$ cat src/rtl/sim_ctrl_pkg.sv
// sim_ctrl_pkg: shared constants for the simulation-control OCP slave.
//   - OCP command and response encodings
//   - default bus widths
//   - register word indices (address bits [11:2])
package sim_ctrl_pkg;

  localparam int ADDR_WIDTH = 32;
  localparam int DATA_WIDTH = 32;
  localparam int BEN_WIDTH  = DATA_WIDTH / 8;

  typedef enum logic [2:0] {
    OCP_CMD_IDLE  = 3'd0,
    OCP_CMD_WRITE = 3'd1,
    OCP_CMD_READ  = 3'd2
  } ocp_cmd_e;

  typedef enum logic [1:0] {
    OCP_RESP_NULL = 2'd0,
    OCP_RESP_DVA  = 2'd1,
    OCP_RESP_FAIL = 2'd2,
    OCP_RESP_ERR  = 2'd3
  } ocp_resp_e;

  localparam logic [9:0] CTRL_WORD  = 10'd0;
  localparam logic [9:0] DELAY_WORD = 10'd1;

endpackage

$ cat src/rtl/sim_ctrl_if.sv
// sim_ctrl_if: OCP request/response bundle between an interconnect master
// and the sim_ctrl slave.
//   MAddr      byte address            (master -> slave)
//   MCmd       command IDLE/WRITE/READ (master -> slave)
//   MData      write data              (master -> slave)
//   MByteEn    per-byte write enables  (master -> slave)
//   SCmdAccept command accept          (slave -> master)
//   SData      read data               (slave -> master)
//   SResp      response NULL/DVA/ERR   (slave -> master)
interface sim_ctrl_if #(
  parameter int ADDR_WIDTH = 32,
  parameter int DATA_WIDTH = 32,
  parameter int BEN_WIDTH  = DATA_WIDTH / 8
) ();

  logic [ADDR_WIDTH-1:0] MAddr;
  logic [2:0]            MCmd;
  logic [DATA_WIDTH-1:0] MData;
  logic [BEN_WIDTH-1:0]  MByteEn;
  logic                  SCmdAccept;
  logic [DATA_WIDTH-1:0] SData;
  logic [1:0]            SResp;

  modport master (
    output MAddr, MCmd, MData, MByteEn,
    input  SCmdAccept, SData, SResp
  );

  modport slave (
    input  MAddr, MCmd, MData, MByteEn,
    output SCmdAccept, SData, SResp
  );

endinterface

$ cat src/rtl/sim_ctrl_terminator.sv
// sim_ctrl_terminator: countdown that ends the simulation.
//   clk, rst     clock, asynchronous active-high reset
//   trigger_i    start request; ignored while a countdown is running
//   delay_i      cycles to count down from
//   err_i        termination status captured with the trigger
//   active_o     countdown running
//   done_o       counter has reached zero; the next rising edge ends the run
//   err_o        latched termination status
// With FINISH_EN set, the edge that consumes done_o prints the pass/fail
// message and calls $finish. That edge is delay_i+1 edges after the trigger.
module sim_ctrl_terminator #(
  parameter int CNT_WIDTH = 32,
  parameter bit FINISH_EN = 1'b1
) (
  input  logic                 clk,
  input  logic                 rst,
  input  logic                 trigger_i,
  input  logic [CNT_WIDTH-1:0] delay_i,
  input  logic                 err_i,
  output logic                 active_o,
  output logic                 done_o,
  output logic                 err_o
);

  logic                 active_q, active_d;
  logic [CNT_WIDTH-1:0] count_q, count_d;
  logic                 err_q, err_d;

  assign done_o   = active_q && (count_q == '0);
  assign active_o = active_q;
  assign err_o    = err_q;

  always_comb begin
    // NOTE: every next-state signal gets a default before any branch, so no
    // path leaves it unassigned and no latch is inferred.
    active_d = active_q;
    count_d  = count_q;
    err_d    = err_q;
    if (active_q) begin
      // A running countdown cannot be restarted or altered by new triggers.
      if (count_q == '0) active_d = 1'b0;
      else               count_d  = count_q - 1'b1;
    end else if (trigger_i) begin
      active_d = 1'b1;
      count_d  = delay_i;
      err_d    = err_i;
    end
  end

  // NOTE: state registers use non-blocking assignments so every flop samples
  // the values from before the edge, independent of statement order.
  always_ff @(posedge clk or posedge rst) begin
    if (rst) begin
      active_q <= 1'b0;
      count_q  <= '0;
      err_q    <= 1'b0;
    end else begin
      active_q <= active_d;
      count_q  <= count_d;
      err_q    <= err_d;
    end
  end

  if (FINISH_EN) begin : g_finish
`ifndef SYNTHESIS
    always_ff @(posedge clk) begin
      if (!rst && done_o) begin
        if (err_q) $display("%0t SIMULATION FINISHED: FAIL", $time);
        else       $display("%0t SIMULATION FINISHED: PASS", $time);
        $finish;
      end
    end
`endif
  end

endmodule

$ cat src/rtl/sim_ctrl.sv
// sim_ctrl: simulation-only OCP slave that lets target software end the run.
//   clk, rst  clock, asynchronous active-high reset
//   ocp       OCP slave port (sim_ctrl_if.slave)
// Registers (word index = MAddr[11:2]):
//   0 CTRL  : bit0 TERMINATE, bit31 ERROR status, other bits plain storage
//   1 DELAY : countdown length in clock cycles
// Commands are accepted in the same cycle; the response (DVA for mapped
// READ/WRITE, ERR otherwise) is registered one cycle after the command.
module sim_ctrl
  import sim_ctrl_pkg::*;
#(
  parameter int ADDR_WIDTH = sim_ctrl_pkg::ADDR_WIDTH,
  parameter int DATA_WIDTH = sim_ctrl_pkg::DATA_WIDTH,
  parameter int BEN_WIDTH  = DATA_WIDTH / 8,
  parameter bit FINISH_EN  = 1'b1
) (
  input  logic     clk,
  input  logic     rst,
  sim_ctrl_if.slave ocp
);

  logic [DATA_WIDTH-1:0] ctrl_q, ctrl_d;
  logic [DATA_WIDTH-1:0] delay_q, delay_d;
  logic [DATA_WIDTH-1:0] sdata_q, sdata_d;
  ocp_resp_e             sresp_q, sresp_d;
  logic [DATA_WIDTH-1:0] wr_val;
  logic [9:0]            word;
  logic                  is_wr, is_rd, is_ctrl, is_delay;
  logic                  trigger;
  logic                  term_active, term_fire, term_err;

  // Only bits [11:2] select a register; the rest of the address is ignored.
  logic unused_addr_bits;
  assign unused_addr_bits = ^{ocp.MAddr[ADDR_WIDTH-1:12], ocp.MAddr[1:0], term_active};

  assign word     = ocp.MAddr[11:2];
  assign is_wr    = (ocp.MCmd == OCP_CMD_WRITE);
  assign is_rd    = (ocp.MCmd == OCP_CMD_READ);
  assign is_ctrl  = (word == CTRL_WORD);
  assign is_delay = (word == DELAY_WORD);

  assign ocp.SCmdAccept = is_wr || is_rd;
  assign ocp.SData      = sdata_q;
  assign ocp.SResp      = sresp_q;

  always_comb begin
    ctrl_d  = ctrl_q;
    delay_d = delay_q;
    sdata_d = sdata_q;
    sresp_d = OCP_RESP_NULL;

    // Byte-lane merge of write data over the addressed register.
    wr_val = is_ctrl ? ctrl_q : delay_q;
    for (int b = 0; b < BEN_WIDTH; b++) begin
      if (ocp.MByteEn[b]) wr_val[b*8 +: 8] = ocp.MData[b*8 +: 8];
    end

    if (ocp.MCmd != OCP_CMD_IDLE) begin
      if ((is_wr || is_rd) && (is_ctrl || is_delay)) begin
        sresp_d = OCP_RESP_DVA;
        if (is_rd) begin
          sdata_d = is_ctrl ? ctrl_q : delay_q;
        end else if (is_ctrl) begin
          ctrl_d = wr_val;
        end else begin
          delay_d = wr_val;
        end
      end else begin
        // Unmapped word or unsupported command code.
        sresp_d = OCP_RESP_ERR;
        sdata_d = '0;
      end
    end
  end

  // Trigger on the value CTRL will hold after this write, not the old one.
  assign trigger = is_wr && is_ctrl && ctrl_d[0];

  always_ff @(posedge clk or posedge rst) begin
    if (rst) begin
      ctrl_q  <= '0;
      delay_q <= '0;
      sdata_q <= '0;
      sresp_q <= OCP_RESP_NULL;
    end else begin
      ctrl_q  <= ctrl_d;
      delay_q <= delay_d;
      sdata_q <= sdata_d;
      sresp_q <= sresp_d;
    end
  end

  sim_ctrl_terminator #(
    .CNT_WIDTH (DATA_WIDTH),
    .FINISH_EN (FINISH_EN)
  ) u_term (
    .clk       (clk),
    .rst       (rst),
    .trigger_i (trigger),
    .delay_i   (delay_q),
    .err_i     (ctrl_d[DATA_WIDTH-1]),
    .active_o  (term_active),
    .done_o    (term_fire),
    .err_o     (term_err)
  );

endmodule

$ cat src/flat_wrapper.sv
// flat-port wrapper written by rule: the top's interface ports become plain ports
module sim_ctrl_flat import sim_ctrl_pkg::*;
#(
  parameter int ADDR_WIDTH = sim_ctrl_pkg::ADDR_WIDTH,
  parameter int DATA_WIDTH = sim_ctrl_pkg::DATA_WIDTH,
  parameter int BEN_WIDTH  = DATA_WIDTH / 8,
  parameter bit FINISH_EN  = 1'b1
)
  (clk, rst, ocp_MAddr, ocp_MCmd, ocp_MData, ocp_MByteEn, ocp_SCmdAccept, ocp_SData, ocp_SResp);
  sim_ctrl_if #(.ADDR_WIDTH(ADDR_WIDTH), .DATA_WIDTH(DATA_WIDTH), .BEN_WIDTH(BEN_WIDTH)) ocp_i ();
  input  logic clk;
  input  logic rst;
  input wire logic [$bits(ocp_i.MAddr)-1:0] ocp_MAddr;
  input wire logic [$bits(ocp_i.MCmd)-1:0] ocp_MCmd;
  input wire logic [$bits(ocp_i.MData)-1:0] ocp_MData;
  input wire logic [$bits(ocp_i.MByteEn)-1:0] ocp_MByteEn;
  output wire logic [$bits(ocp_i.SCmdAccept)-1:0] ocp_SCmdAccept;
  output wire logic [$bits(ocp_i.SData)-1:0] ocp_SData;
  output wire logic [$bits(ocp_i.SResp)-1:0] ocp_SResp;
  assign ocp_i.MAddr = ocp_MAddr;
  assign ocp_i.MCmd = ocp_MCmd;
  assign ocp_i.MData = ocp_MData;
  assign ocp_i.MByteEn = ocp_MByteEn;
  assign ocp_SCmdAccept = ocp_i.SCmdAccept;
  assign ocp_SData = ocp_i.SData;
  assign ocp_SResp = ocp_i.SResp;
  sim_ctrl #(.ADDR_WIDTH(ADDR_WIDTH), .DATA_WIDTH(DATA_WIDTH), .BEN_WIDTH(BEN_WIDTH), .FINISH_EN(FINISH_EN)) u_core (.clk(clk), .rst(rst), .ocp(ocp_i));
endmodule
$ cat config.mk
export PLATFORM = sky130hd
export DESIGN_NAME = sim_ctrl_flat
export DESIGN_NICKNAME = d
export VERILOG_FILES = /design/src/rtl/sim_ctrl_pkg.sv /design/src/rtl/sim_ctrl_if.sv /design/src/rtl/sim_ctrl_terminator.sv /design/src/rtl/sim_ctrl.sv /design/src/flat_wrapper.sv
export SDC_FILE = /design/constraint.sdc
export NUM_CORES = 1
export LEC_CHECK = 0
export ABC_AREA = 1
export CAP_MARGIN = 20
export CORE_UTILIZATION = 49
export DETAILED_ROUTE_END_ITERATION = 12
export GPL_ROUTABILITY_DRIVEN = 0
export HOLD_SLACK_MARGIN = 0.15
export PLACE_DENSITY = 0.76
export REMOVE_ABC_BUFFERS = 1
export SYNTH_ARGS = -nofsm -noshare
export SYNTH_HDL_FRONTEND = slang
export SYNTH_SLANG_ARGS = --single-unit
$ cat constraint.sdc
create_clock -name clk -period 8.6 [get_ports clk]
set_input_delay 1.72 -clock clk [delete_from_list [all_inputs] [get_ports clk]]
set_output_delay 1.72 -clock clk [all_outputs]
set_load 0.1 [all_outputs]
After elaboration in Yosys (flattened, before gate mapping)

Cells that the tools add are included.

Register bits: 98
Output and inout bits: 35

Equal/unequal tests: 4
Mux-type cells: 9
Bitwise logic cells: 2
Reductions and logical operators: 8

Operators with widths:

| operator                                              | number |
|---|---|
| 2-to-1 mux 32 bit                                     | 3 |
| 2-to-1 mux 8 bit                                      | 4 |
| equality test 10 x 1 -> 1 bit, second input constant  | 1 |
| zero test 10 bit                                      | 1 |
| AND reduction 4 bit                                   | 2 |
| 2-to-1 mux 2 bit                                      | 2 |
| equality test 3 x 1 -> 1 bit, second input constant   | 1 |
| equality test 3 x 2 -> 1 bit, second input constant   | 1 |
| nonzero test 3 bit                                    | 1 |
| logical OR 1 bit                                      | 2 |
| inequality test 2 x 1 -> 1 bit, second input constant | 1 |
| NOT 1 bit                                             | 2 |
| AND reduction 2 bit                                   | 1 |
| logical AND 1 bit                                     | 1 |

Logic depth before layout (Yosys ltp)

Word-level depth: 5
Depth in mapped cells: 11
Depth with buffers taken out: 9

Worst setup path before layout

OpenSTA, ideal clock, no wires.

Path kind: in2out
From: in ocp_MCmd[2]
To: out ocp_SCmdAccept
Arrival: 2350 ps
Data required time: 6880 ps
Slack: 4530 ps
Stages: 3
Path through: nor2_2 > nand2_2 > nand2_2

Word-level cells in the longest chain between the ends: 2
Elaborated cells between the ends (all ways): 3
Classes of those cells: eq/ne: 2; reduce/logical: 1

Ends and longest elaborated chain:

| element                                                                             | RTL line                       | source |
|---|---|---|
| from (decl)                                                                         | flat_wrapper.sv:14             | `input wire logic [$bits(ocp_i.MCmd)-1:0] ocp_MCmd;` |
| equality test 3 x 1 -> 1 bit / equality test 3 x 2 -> 1 bit (equally long branches) | sim_ctrl.sv:37, sim_ctrl.sv:38 |  |
| logical OR 1 bit (*)                                                                | sim_ctrl.sv:42                 | `assign ocp.SCmdAccept = is_wr \|\| is_rd;` |
| to (decl)                                                                           | flat_wrapper.sv:17             | `output wire logic [$bits(ocp_i.SCmdAccept)-1:0] ocp_SCmdAccept;` |

Mark *: on every way between the ends. The rest lies on a longest branch, timed or not.

Final worst setup path

Ends and elaborated chain as after synthesis.

==> flow_summary_export.csv <==
group,metric,value,unit
layout,final_cell_count_no_fill,987,
global_routing,initial_antenna_violation_count,0,
clock_network,post_cts.resized_instances,0,
drt,number_of_vias_after_detailed_routing,5215,
floorplanning,ios,108,
drt,detail_route.vias_per_cell,5.28,
placement,estimated_wirelength_of_the_detail_placed_design,8.27,mm
critical_path,reg_to_reg_start,"u_core.ctrl_q[18]$_DFFE_PP0P_",
global_routing,overflow,0,
timing,final.setup_skew,0.00832,ns
timing,timing.final.crit_share,63.2,%
clock_network,ctsHtreeMaxLevel,3,
timing,drv_slew,0,
logic_synthesis,count_of_yosys_warnings_during_synthesis,0,
critical_path,ff2ff_path_depth,6,
logic_synthesis,postSynthCellCount,788,
critical_path,worst_ep_required_time,6.88,ns
logic_synthesis,synth.ff_latch_count,98,
clock_network,post_cts_buffers,0,
clock_network,cts_tree,"done",
critical_path,critical-path-max-stage-delay,1.14,ns
job,max-cap-violations,0,
timing,maxSlewHeadroom,31.1,%
layout,layout-drive-gt1-share,8.03,%
clock_network,cts.reportedPaths.clkPinSlew,0.09,ns
timing,timing_hold_violations_final,0,
worst_hold_path,hp-class,"flop to flop",
critical_path,slowest_stage,"clkdlybuf4s50_1",
drt,wirelength,14.2,mm
critical_path,timing_worst_setup_path_type,"primary input to output port",
drt,dr.first_iter.drc_count,372,
logic_synthesis,netlist-cell-type-count,23,
worst_hold_path,hold_end,"u_core.ocp.SData[12]$_DFFE_PP0P_",
clock_network,worstSkewPairLatency,0.38,ns
timing,setup-tns-final,0,ns
floorplanning,core-area,10900,um^2
global_routing,grt_util_all_layers,25.3,%
layout,antenna_cells,0,
critical_path,timing.critical_path.cells,"clkdlybuf4s50_1 > nor2_2 > nand2_2 > nand2_2 > clkdlybuf4s50_1",
timing,setup-violations-final,0,
floorplanning,die_area,11700,um^2
layout,final_nets,915,
placement,port-buffer-count,85,
status,run_status,"complete, no violations",
placement,placed_cells_incl_taps,971,
global_routing,largest_net_degree_at_the_start_of_global_routing,69,
timing,max_clock_freq,184,MHz
worst_hold_path,worstHoldStart,"u_core.ocp.SData[12]$_DFFE_PP0P_",
power_and_ir_drop,power-per-cell-area,136,nW/um^2
clock_network,clkSinkCount,98,
logic_synthesis,yosysSeqAreaShare,44.6,%
logic_synthesis,synth.avg_cell_area,6.98,um^2
logic_synthesis,synth_area,5500,um^2
drt,drt_pass1_iterations,6,
clock_network,cts_hold_buf,0,
clock_network,clock_tree.root_cell,"clkbuf_8",
layout,area_delta_synth_final,19.2,%
timing,timing_worst_slew_pin_value,1.03,ns
critical_path,worstSetupStartpointType,"primary input",
drt,post-route-drc-count,0,
clock_network,cts_bufs_inserted,9,
critical_path,critical_path.n_buffers_inverters,2,
power_and_ir_drop,p_leak,3.23,nW
critical_path,arrival,3.72,ns
floorplanning,fp-row-count,38,
clock_network,cts.path.max_buffers,2,
drt,drt.antenna.violating_nets,0,
worst_hold_path,worst_hold_path_depth,2,
drt,routed_wire_length_per_instance,14.4,um
critical_path,worstSetupPathDepth,5,
global_routing,grt_pass1_wl,23.2,mm
layout,number_of_filler_instances_in_the_final_layout,1035,
critical_path,cp-end-kind,"output port",
floorplanning,initial_core_util,50.6,%
power_and_ir_drop,peakVddDrop,0.0000978,V
critical_path,rr_endpoint,"u_core.ocp.SData[18]$_DFFE_PP0P_",
timing,finalCriticalPeriod,5.44,ns
floorplanning,fp.dieH,108,um
timing,grt_setup_unrepaired,"no",
floorplanning,die_width,108,um
critical_path,crit_path_max_fanout,4,
critical_path,cpLargestDelayFamily,"buffers and inverters",
global_routing,grt_pass1_vias,5114,
critical_path,setup.reg_to_reg.worst_slack,7.63,ns
worst max path at each step:
stage,slack (ns),end,from
after floorplan,2.68,u_core.delay_q[21]$_DFFE_PP0P_,ocp_MAddr[2]
after CTS,3.16,ocp_SCmdAccept,ocp_MCmd[2]
after global routing,3.11,ocp_SCmdAccept,ocp_MCmd[2]
final,3.16,ocp_SCmdAccept,ocp_MCmd[2]
after detailed placement,3.17,ocp_SCmdAccept,ocp_MCmd[2]
after global placement,3.24,ocp_SCmdAccept,ocp_MCmd[2]
final cells by class:
cell class / count / area (um^2) / share of cell area (%)
Tap cell: 140 / 175 / 2.67
Inverter: 74 / 280 / 4.27
Timing Repair Buffer: 93 / 911 / 13.9
Sequential cell: 98 / 2450 / 37.4
Clock buffer: 10 / 138 / 2.10
Clock inverter: 6 / 90.1 / 1.37
Multi-Input combinational cell: 566 / 2510 / 38.3
metrics by stage:
step | setup slack, ns | total power [mW] | area [um^2] | hold WS [ns] | util [%]
final | 3.16 | 0.890 | 6560 | 0.483 | 60.3
after global routing | 3.11 | 0.916 | 6560 | 0.508 | 60.3
after CTS | 3.16 | 0.894 | 6560 | 0.488 | 60.3
after detailed placement | 3.17 | 0.556 | 6330 | 0.464 | 58.2
after global placement | 3.24 | 0.554 | 6330 | 0.460 | 58.2
after floorplan | 2.68 | 0.516 | 5240 | 0.471 | -
sequential cells by signal (all words and copies together), names as in the netlist:
register	cells
u_core.delay_q	32
u_core.ctrl_q	32
u_core.ocp.SData	32
u_core.ocp.SResp	2
cell usage in the layout (no fill, tap or decap), types with 3 or more instances in the layout:
| cell type | instances |
|---|---|
| nand2_1 | 293 |
| nand3_1 | 160 |
| dfrtp_1 | 98 |
| clkdlybuf4s50_1 | 85 |
| inv_1 | 72 |
| nor2_1 | 37 |
| or2_2 | 32 |
| o21ai_0 | 26 |
| clkbuf_8 | 10 |
| buf_4 | 8 |
| o21ai_1 | 6 |
| nand2_2 | 3 |
cells in the mapped netlist:
cell / instances / area share, %
buf_4: 1 / 0.14
buf_2: 31 / 2.8
dfrtp_1: 98 / 45
nand2_2: 3 / 0.34
or2_1: 1 / 0.11
nor2_1: 38 / 2.6
nor2_8: 1 / 0.36
or2_2: 32 / 3.6
o21ai_0: 26 / 2.4
nand2_1: 293 / 20
nand2_4: 1 / 0.20
nor2_4: 1 / 0.20
o21ai_1: 6 / 0.55
nand3_1: 160 / 15
clkbuf_1: 11 / 0.75
nand4_2: 1 / 0.23
nand4_1: 1 / 0.11
inv_1: 73 / 5.0
nand3_2: 1 / 0.18
buf_1: 2 / 0.14
buf_6: 5 / 1.0
inv_2: 1 / 0.068
nor2_2: 1 / 0.11
metal layers:
| metal | share of wire, % | routed length, um | up-vias | track usage [%] |
|---|---|---|---|---|
| met5 | 0 | 0 | - | 0 |
| met2 | 51 | 7190 | 152 | 45.1 |
| met4 | 1.7 | 244 | 0 | 13.4 |
| met1 | 43 | 6130 | 2479 | 30.0 |
| li1 | - | - | 2566 | - |
| met3 | 4.2 | 601 | 18 | 2.59 |
power by group:
group	switching (mW)	total, mW	leakage (nW)	internal [mW]
logic	0.0486	0.0819	1.76	0.0333
registers	0.00188	0.465	1.36	0.463
clock network	0.171	0.343	0.112	0.172
total	0.221	0.890	3.23	0.669
worst min-delay path, stage by stage (launching register included):
cell and delay [ns]:
dfrtp_1 0.35, nand2_1 0.05, nand2_1 0.05
cells by family (layout without fill, tap and decap cells):
| logic type | count (synthesis) | count (layout) | share of synthesized area (%) |
|---|---|---|---|
| simple gates | 534 | 534 | 42.6 |
| buf+inv | 124 | 183 | 9.91 |
| flops | 98 | 98 | 44.6 |
| compound gates | 32 | 32 | 2.91 |
Power figures use the tool's default switching activity.
